## config.mk

```make
export PLATFORM = sky130hd
export DESIGN_NAME = div_umc_prog
export DESIGN_NICKNAME = d
export VERILOG_FILES = /design/src/rtl/div_umc_pkg.sv /design/src/rtl/div_umc_sync2.sv /design/src/rtl/div_umc_prog.sv
export SDC_FILE = /design/constraint.sdc
export NUM_CORES = 1
export LEC_CHECK = 0
export ABC_AREA = 1
export ABC_CLOCK_PERIOD_IN_PS = 2260
export CAP_MARGIN = 20
export CORE_MARGIN = 2
export CORE_UTILIZATION = 44
export CTS_BUF_LIST = sky130_fd_sc_hd__clkbuf_16
export CTS_CLUSTER_DIAMETER = 50
export DETAILED_ROUTE_END_ITERATION = 12
export PLACE_DENSITY = 0.71
export RECOVER_POWER = 100
export SLEW_MARGIN = 15
export SYNTH_ARGS = -nofsm -noshare
export SYNTH_HDL_FRONTEND = slang
export SYNTH_SLANG_ARGS = --single-unit
export TNS_END_PERCENT = 1
```

## constraint.sdc

```tcl
create_clock -name port_CLK -period 2.26 [get_ports port_CLK]
set_input_delay 0.452 -clock port_CLK [delete_from_list [all_inputs] [get_ports port_CLK]]
set_output_delay 0.452 -clock port_CLK [all_outputs]
set_load 0.005 [all_outputs]
```

## src/rtl/div_umc_pkg.sv

```systemverilog
// Shared definitions for the programmable UMC master-clock divider.
// Holds the mode encoding, the per-mode ratio lookup and the parameter legality check.
package div_umc_pkg;

    typedef enum logic [1:0] {
        MODE_NTSC  = 2'd0,
        MODE_PAL   = 2'd1,
        MODE_DENDY = 2'd2,
        MODE_TEST  = 2'd3
    } mode_e;

    typedef struct packed {
        int unsigned n;
        int unsigned hi;
    } ratio_t;

    function automatic ratio_t mode_ratio(
        input logic [1:0]  mode,
        input int unsigned n0,
        input int unsigned n1,
        input int unsigned n2,
        input int unsigned n3,
        input int unsigned h0,
        input int unsigned h1,
        input int unsigned h2,
        input int unsigned h3
    );
        ratio_t r;
        case (mode)
            MODE_NTSC:  begin r.n = n0; r.hi = h0; end
            MODE_PAL:   begin r.n = n1; r.hi = h1; end
            MODE_DENDY: begin r.n = n2; r.hi = h2; end
            MODE_TEST:  begin r.n = n3; r.hi = h3; end
            default:    begin r.n = n0; r.hi = h0; end
        endcase
        return r;
    endfunction

    // A period must fit the counter and phi needs at least one high and one low cycle.
    function automatic bit ratio_legal(
        input int unsigned n,
        input int unsigned hi,
        input int unsigned cnt_w
    );
        return (n >= 32'd2) && (n <= (32'd1 << cnt_w)) &&
               (hi >= 32'd1) && (hi <= n - 32'd1);
    endfunction

endpackage

```

## src/rtl/div_umc_sync2.sv

```systemverilog
// Two-flop synchroniser for a multi-bit quasi-static pin, async active-high reset to 0.
module div_umc_sync2 #(
    parameter int W = 1
) (
    input  logic         clk,
    input  logic         rst,
    input  logic [W-1:0] d,
    output logic [W-1:0] q
);

    logic [W-1:0] meta_q;
    logic [W-1:0] meta_d;
    logic [W-1:0] sync_q;
    logic [W-1:0] sync_d;

    // Next-state for the two stages of the chain.
    always_comb begin
        meta_d = d;
        sync_d = meta_q;
    end

    // Synchroniser stages.
    always_ff @(posedge clk or posedge rst) begin
        if (rst) begin
            meta_q <= {W{1'b0}};
            sync_q <= {W{1'b0}};
        end else begin
            meta_q <= meta_d;
            sync_q <= sync_d;
        end
    end

    assign q = sync_q;

endmodule

```

## src/rtl/div_umc_prog.sv

```systemverilog
// Programmable master-clock divider: four selectable period/duty ratios, mode changes
// applied only at period boundaries, with hold, forced resync and registered edge strobes.
module div_umc_prog
    import div_umc_pkg::*;
#(
    parameter int unsigned CNT_W  = 5,
    parameter int unsigned DIV_N0 = 12,
    parameter int unsigned DIV_N1 = 16,
    parameter int unsigned DIV_N2 = 15,
    parameter int unsigned DIV_N3 = 8,
    parameter int unsigned HI_N0  = 7,
    parameter int unsigned HI_N1  = 10,
    parameter int unsigned HI_N2  = 9,
    parameter int unsigned HI_N3  = 5
) (
    input  logic             port_CLK,
    input  logic             port_RES,
    input  logic [1:0]       port_mode,
    input  logic             port_hold,
    input  logic             port_sync,
    output logic             port_phi,
    output logic             port_phi_rise,
    output logic             port_phi_fall,
    output logic [CNT_W-1:0] port_cnt,
    output logic [1:0]       port_mode_act
);

    localparam bit CFG_OK = ratio_legal(DIV_N0, HI_N0, CNT_W) &&
                            ratio_legal(DIV_N1, HI_N1, CNT_W) &&
                            ratio_legal(DIV_N2, HI_N2, CNT_W) &&
                            ratio_legal(DIV_N3, HI_N3, CNT_W);

    if (!CFG_OK) begin : g_cfg_err
        $error("div_umc_prog: illegal DIV_N/HI_N parameter set for CNT_W");
    end

    localparam logic [CNT_W-1:0] CNT_RST = CNT_W'(DIV_N0 - 32'd1);

    logic [1:0]       mode_s;
    logic [CNT_W-1:0] cnt_q;
    logic [CNT_W-1:0] cnt_d;
    logic             phi_q;
    logic             phi_d;
    logic             rise_q;
    logic             rise_d;
    logic             fall_q;
    logic             fall_d;
    logic [1:0]       mode_act_q;
    logic [1:0]       mode_act_d;
    ratio_t           cur_s;
    ratio_t           nxt_s;
    logic [CNT_W-1:0] last_s;

    div_umc_sync2 #(
        .W (2)
    ) u_mode_sync (
        .clk (port_CLK),
        .rst (port_RES),
        .d   (port_mode),
        .q   (mode_s)
    );

    // Period counter, phase level and strobes; sync outranks hold, hold outranks counting.
    always_comb begin
        cur_s      = mode_ratio(mode_act_q, DIV_N0, DIV_N1, DIV_N2, DIV_N3,
                                HI_N0, HI_N1, HI_N2, HI_N3);
        last_s     = CNT_W'(cur_s.n - 32'd1);
        nxt_s      = cur_s;
        cnt_d      = cnt_q;
        phi_d      = phi_q;
        mode_act_d = mode_act_q;
        rise_d     = 1'b0;
        fall_d     = 1'b0;
        if (port_sync) begin
            cnt_d      = {CNT_W{1'b0}};
            mode_act_d = mode_s;
            phi_d      = 1'b1;
            rise_d     = ~phi_q;
            fall_d     = 1'b0;
        end else if (port_hold) begin
            cnt_d      = cnt_q;
            phi_d      = phi_q;
            mode_act_d = mode_act_q;
        end else begin
            // The new mode is only adopted on the wrap so a period is never cut short.
            if (cnt_q == last_s) begin
                cnt_d      = {CNT_W{1'b0}};
                mode_act_d = mode_s;
            end else begin
                cnt_d      = cnt_q + {{(CNT_W-1){1'b0}}, 1'b1};
                mode_act_d = mode_act_q;
            end
            nxt_s  = mode_ratio(mode_act_d, DIV_N0, DIV_N1, DIV_N2, DIV_N3,
                                HI_N0, HI_N1, HI_N2, HI_N3);
            phi_d  = (32'(cnt_d) < nxt_s.hi);
            rise_d = phi_d & ~phi_q;
            fall_d = ~phi_d & phi_q;
        end
    end

    // State and output registers.
    always_ff @(posedge port_CLK or posedge port_RES) begin
        if (port_RES) begin
            cnt_q      <= CNT_RST;
            phi_q      <= 1'b0;
            rise_q     <= 1'b0;
            fall_q     <= 1'b0;
            mode_act_q <= 2'd0;
        end else begin
            cnt_q      <= cnt_d;
            phi_q      <= phi_d;
            rise_q     <= rise_d;
            fall_q     <= fall_d;
            mode_act_q <= mode_act_d;
        end
    end

    assign port_phi      = phi_q;
    assign port_phi_rise = rise_q;
    assign port_phi_fall = fall_q;
    assign port_cnt      = cnt_q;
    assign port_mode_act = mode_act_q;

endmodule
```

==> run_results.csv, run 1 <==
group,metric,value,unit
yosys,synth_seq_area_share,43.5,%
yosys,synth_area_leaders,"dfrtp_1 34%, nand2_1 12%, dfstp_2 9.7%",
pwr,leakage,0.596,nW
floorplanning,dieArea,2210,um2
job,max_cap_violations,0,
yosys,netlist.area_leader.share,33.8,%
cells_and_area,drive_gt1_share,37.8,%
routing,routed_via_density,4.78,
sta,post-route-min-period,2240,ps
floorplanning,pin_count,16,
placed_design,dpl_cell_area,1080,um2
routing,ant_nets,0,
clock_tree,cts_root_buf,"clkbuf_16",
yosys,async_flop_share,100,%
sta,finalCritPeriodShare,99.2,%
sta,timing.slew.headroom,64.8,%
floorplanning,initial_core_util,47.1,%
critical_path,worstSetupPathType,"flip-flop to flip-flop",
global_route,grt_pass1_vias,676,
critical_path,critical_path_peak_fanout,5,
clock_tree,ctsHoldBuffers,0,
global_route,grt_usage,20.1,%
global_route,grt_overflow_total,0,
pwr,power.density,662,nW/um2
global_route,antenna_found_initial,0,
routing,num_vias,727,
global_route,grt_max_degree,15,
clock_tree,clock-sinks,14,
hold_path,hold_path_class,"flip-flop to flip-flop",
placed_design,port_buffers,15,
critical_path,critPathLaunchType,"flip-flop",
critical_path,cp.arrival,2380,ps
yosys,postSynthCellCount,94,
sta,drv_slew,0,
routing,wirelength,2.01,mm
cells_and_area,area_growth,52.2,%
clock_tree,clockBufferDepth,2,
yosys,syn-num-nets,105,
yosys,synth_seq_cells,14,
run_status,status,"complete, no violations",
routing,wire_per_inst,13.3,um
floorplanning,fp.dieW,47.0,um
placed_design,dpl.hpwl,1.35,mm
yosys,netlist_area,813,um2
floorplanning,core,1730,um2
critical_path,worstSetupEndpointType,"flip-flop",
sta,clock.fmax,446,MHz
yosys,postSynth.topFlopCell,"dfrtp_1",
clock_tree,cts_tree,"yes",
cells_and_area,design_area,1240,um2
floorplanning,chipHeight,47.0,um
sta,setup_tns,0,ps
sta,hold_viol,0,
routing,firstDrtPassIters,4,
cells_and_area,final_core_util,71.7,%
routing,initialDrtViolationCount,6,
cells_and_area,diodes,0,
pwr,peakVddDrop,0.615,mV
critical_path,worstPathRequired,2390,ps
yosys,synth_area_per_cell,8.65,um2
clock_tree,htreeDepth,1,
clock_tree,clk_pin_slew,40,ps
cells_and_area,nets,139,
sta,setup_viol,0,
floorplanning,rows,15,
yosys,synth_edf_count,0,
cells_and_area,seq_area,355,um2
sta,finalHoldWorstSlack,346,ps
sta,finClkSkew,2.24,ps
sta,grt_setup_unrepaired,"yes",
global_route,grt_pass1_wl,2.97,mm
yosys,synth.distinct_cells,22,
routing,drc,0,
placed_design,gp_congestion,0.807,
clock_tree,clock_latency,240,ps
cells_and_area,n_fill_cell,129,
sta,worst_slew_pin_slew,528,ps
pwr,total_power,819,uW
clock_tree,cts_inserted_buffers,3,
yosys,synth_warnings,0,
yosys,yosys.area.top_type,"dfrtp_1",
cells_and_area,multi_input_area,443,um2
==> per-stage QoR <==
stage | setup slack [ps] | cells
final | 17.8 | 152
after global routing | -98.5 | 152
after CTS | 14.8 | 151
after detailed placement | -73.4 | 145
after global placement | -31.1 | 145
after floorplan | 9.14 | 94
==> where the power goes <==
| part | switching, mW | internal [mW] | total, mW |
|---|---|---|---|
| logic | 0.105 | 0.0998 | 0.205 |
| clock network | 0.0979 | 0.233 | 0.331 |
| registers | 0.0124 | 0.271 | 0.283 |
| total | 0.215 | 0.604 | 0.819 |
==> layer usage <==
layer | track usage (%) | vias to the layer above | routed length, um
li1 | - | 359 | -
met1 | 23.1 | 338 | 833
met2 | 32.3 | 24 | 1030
met3 | 5.77 | 6 | 91
met4 | 13.3 | 0 | 55
met5 | 0 | - | 0
==> synthesized netlist by cell type (all sizes together), types with 2 or more instances <==
cell and instances:
ha 5, nor2 8, o22ai 2, o21ai 5, nand3 2, o221ai 2
nand2 30, xor2 2, dfrtp 11, inv 19, dfstp 3, a22o 2
==> final timing paths <==
| kind | startpoint | endpoint | slack [ps] | depth (start not counted) |
|---|---|---|---|---|
| setup / recovery | port_cnt[1] | port_phi | 20 | 17 |
| setup reg to reg | port_cnt[1] | port_phi | 20 | 17 |
| hold / removal | u_mode_sync.meta_q[0] | u_mode_sync.q[0] | 350 | 0 |
| max in group asynchronous | port_RES | port_mode_act[1] | 1190 | 2 |
| hold reg to reg | u_mode_sync.meta_q[0] | u_mode_sync.q[0] | 350 | 0 |
| min in group asynchronous | port_RES | port_cnt[4] | 690 | 2 |
==> flip-flops by register name (all words and copies together), names as in the netlist <==
register            count
port_cnt                5
port_mode_act           2
port_phi                1
port_phi_fall           1
port_phi_rise           1
u_mode_sync.meta_q      2
u_mode_sync.q           2
==> placed cells by master, fill, tap and decap left out, drive strengths merged, types with 2 or more instances in the layout <==
cell type,n
nand2,30
inv,19
buf,14
clkdlybuf4s50,12
dfrtp,11
nor2,8
ha,5
o21ai,5
clkbuf,3
dlygate4sd3,3
dfstp,3
xor2,2
a22o,2
o221ai,2
o22ai,2
nand3,2
==> layout make-up <==
| class | count | share of cell area (%) |
|---|---|---|
| Clock inverter | 1 | 0.303 |
| Clock buffer | 3 | 6.07 |
| Multi-Input combinational cell | 61 | 35.8 |
| Timing Repair Buffer | 29 | 20.6 |
| Sequential cell | 14 | 28.7 |
| Tap cell | 25 | 2.53 |
| Inverter | 19 | 5.97 |
==> cells by family (layout without fill, tap and decap cells) <==
logic type | Yosys count | in the layout | synth area share [%]
XOR/XNOR | 2 | 2 | 2.15
buffers and inverters | 19 | 52 | 8.77
adder cells (fa/ha/maj) | 5 | 5 | 7.69
AND/OR/NAND/NOR | 41 | 41 | 25.8
AO/OA/AOI/OAI | 13 | 13 | 12.0
flip-flops | 14 | 14 | 43.5
==> worst max-delay path: stages, from the launching register on <==
cell     delay, ps
dfstp_2        530
inv_2           50
nor2_4         110
nand3_4        120
nor2_8         140
nand2_2         60
o21ai_2         80
inv_2           70
ha_4           300
inv_4           40
ha_4           250
nand2_2         50
inv_2           40
nand2_1         40
nand2_1         70
nand2_2         60
nand2_2         70
nand2_1         50
==> repair_timing <==
item                                   4_1_cts  5_1_grt
setup endpoints to repair                    3        3
endpoints found under the hold margin        0        0
buffers inserted                             2        1
resized for setup                            6       12
pin swaps                                    4       12
(Power assumes the default switching activity.)
==> run 2: changes to the inputs <==
CELL_PAD_IN_SITES_DETAIL_PLACEMENT = 1   (was default)
CELL_PAD_IN_SITES_GLOBAL_PLACEMENT = 1   (was default)
CORE_UTILIZATION = 33   (was 44)
PLACE_DENSITY = 0.72   (was 0.71)
RECOVER_POWER = 50   (was 100)
==> run 2 against run 1 <==
Compared with the run above:
- the flow now finishes with violations (negative setup slack)
- sequential cell count did not move
- combinational power rose by 20%
- total power rose by 6.0%
- worst hold slack improved by 3.0 ps
- via count rose by 8.7%
- first-iteration DRC count rose by 67%
- critical path type unchanged
- largest cell class unchanged
==> run_results.csv, run 2 (synthesis results as in run 1) <==
group,metric,value,unit
floorplanning,chipHeight,53.6,um
floorplanning,rows,17,
clock_tree,htreeDepth,1,
routing,initialDrtViolationCount,10,
cells_and_area,largest_reg_flops,5,
routing,num_vias,790,
clock_tree,cts_tree,"yes",
pwr,switching_share,27.9,%
hold_path,min_path_cells,0,
pwr,clkPwrFrac,38.8,%
routing,routed_via_density,4.79,
sta,hold_viol,0,
sta,drv_slew,0,
routing,ant_nets,0,
critical_path,r2r_start,"port_cnt[3]",
cells_and_area,drive_gt1_share,48.2,%
placed_design,dpl.hpwl,1.63,mm
pwr,leakage,0.658,nW
sta,worst_slack,-48.6,ps
floorplanning,pin_count,16,
clock_tree,clk_pin_slew,50,ps
global_route,globalRouteMet3Util,2.78,%
global_route,use_met1,22.1,%
routing,firstDrtPassIters,4,
sta,worst_slew_pin_slew,556,ps
sta,finClkSkew,1.83,ps
run_status,status,"complete, but fails checks",
clock_tree,ctsHoldBuffers,0,
clock_tree,clock-sinks,14,
routing,drc,0,
clock_tree,cts_root_buf,"clkbuf_16",
pwr,p_sw,242,uW
critical_path,critical_path_peak_fanout,5,
run_status,violations,"negative setup slack",
global_route,grt_pass1_vias,858,
global_route,grt_pass1_wl,3.89,mm
pwr,sequentialPowerShare,32.8,%
global_route,met2_usage,36.8,%
global_route,grt_usage,19.9,%
sta,finalCritPeriodShare,102,%
pwr,total_power,868,uW
sta,timing.slew.headroom,62.9,%
critical_path,r2r_slack,-50,ps
sta,clock.fmax,433,MHz
floorplanning,initial_core_util,35.7,%
critical_path,endpoint,"port_phi",
routing,wire_per_inst,16.0,um
critical_path,r2r_end,"port_phi",
cells_and_area,final_common_cell,"buf_4",
placed_design,dp_slack,-124,ps
pwr,intPower,626,uW
critical_path,worstSetupEndpointType,"flip-flop",
floorplanning,fp.dieW,53.6,um
clock_tree,cts_inserted_buffers,3,
cells_and_area,nets,149,
floorplanning,core,2280,um2
pwr,power.density,641,nW/um2
routing,wirelength,2.63,mm
global_route,antenna_found_initial,0,
clock_tree,clock_latency,250,ps
sta,grt_setup_unrepaired,"yes",
pwr,combPwrFrac,28.3,%
critical_path,cp.arrival,2440,ps
placed_design,gp_congestion,0.720,
cells_and_area,design_area,1360,um2
hold_path,hold_path_class,"flip-flop to flip-flop",
clock_tree,clockBufferDepth,2,
floorplanning,dieArea,2880,um2
critical_path,worstPathRequired,2400,ps
global_route,grt_overflow_total,0,
critical_path,worstSetupPathType,"flip-flop to flip-flop",
sta,post-route-min-period,2310,ps
cells_and_area,diodes,0,
critical_path,crit_start,"port_cnt[3]",
cells_and_area,final_core_util,59.5,%
global_route,grt.busiest_layer,"met2",
critical_path,critPathLaunchType,"flip-flop",
pwr,peakVddDrop,0.572,mV
sta,setup_viol,2,
critical_path,r2r_cells,16,
placed_design,dpl_cell_area,1120,um2
cells_and_area,area_growth,66.6,%
job,max_cap_violations,0,
placed_design,port_buffers,15,
cells_and_area,mostFrequentLayoutCells,"24 x buf_4, 16 x nand2_1, 12 x inv_1, 12 x nand2_2, 12 x clkdlybuf4s50_1",
global_route,grt_max_degree,15,
-- run 2: what timing repair did --
| action | in CTS | in global routing |
|---|---|---|
| gates resized for setup | 17 | 9 |
| setup endpoints to repair | 3 | 3 |
| buffers inserted | 4 | 4 |
| pin swaps | 7 | 5 |
-- run 2: critical path: stages, from the launching register on --
cell and delay [ps]:
dfstp_2 570, nand2_2 70, inv_2 70, nand2_2 60, nand2_4 100, nor2_8 60, buf_4 140, o21ai_4 200
ha_4 250, ha_4 280, nand2_2 50, inv_2 50, nand2_2 50, nand2_2 60, nand2_2 60, nand2_2 70
nand2_1 50
-- run 2: metal layers --
layer	vias up	share of wire, %
met2	24	51
met3	11	3.3
li1	378	-
met5	-	0
met1	377	41
met4	0	3.8
-- run 2: worst min-delay path by stage --
stage / slack, ps / end / from
after floorplan: 330 / u_mode_sync.q[0] / u_mode_sync.meta_q[0]
after global placement: 330 / u_mode_sync.q[0] / u_mode_sync.meta_q[0]
after detailed placement: 340 / u_mode_sync.q[0] / u_mode_sync.meta_q[0]
after CTS: 350 / u_mode_sync.q[0] / u_mode_sync.meta_q[0]
after global routing: 350 / u_mode_sync.q[0] / u_mode_sync.meta_q[0]
final: 350 / u_mode_sync.q[0] / u_mode_sync.meta_q[0]
-- run 2: metrics by stage --
step	setup TNS (ps)	std cells	hold WS [ps]
floorplan	0	94	331
global placement	-102	153	333
detailed placement	-301	153	339
CTS	0	161	349
global route	-296	165	350
finish	-81.1	165	349
-- run 2: area by class of cell --
class / instances / area [um2]
Fill cell: 256 / 921
Multi-Input combinational cell: 61 / 482
Sequential cell: 14 / 355
Timing Repair Buffer: 39 / 330
Clock buffer: 3 / 75.1
Inverter: 19 / 73.8
Tap cell: 28 / 35.0
Clock inverter: 1 / 3.75
-- run 2: power by group through the flow --
stage               Combinational [mW]  Clock (mW)  Sequential (mW)
floorplan                       0.0891           0            0.287
global placement                 0.170           0            0.285
detailed placement               0.177           0            0.285
CTS                              0.224       0.347            0.283
global route                     0.264       0.352            0.287
finish                           0.246       0.337            0.285
==> run 3: changes to the inputs <==
HOLD_SLACK_MARGIN = 0.08   (was default)
==> results of run 3 <==
Final layout, timing and power as in run 2 (identical DEF).
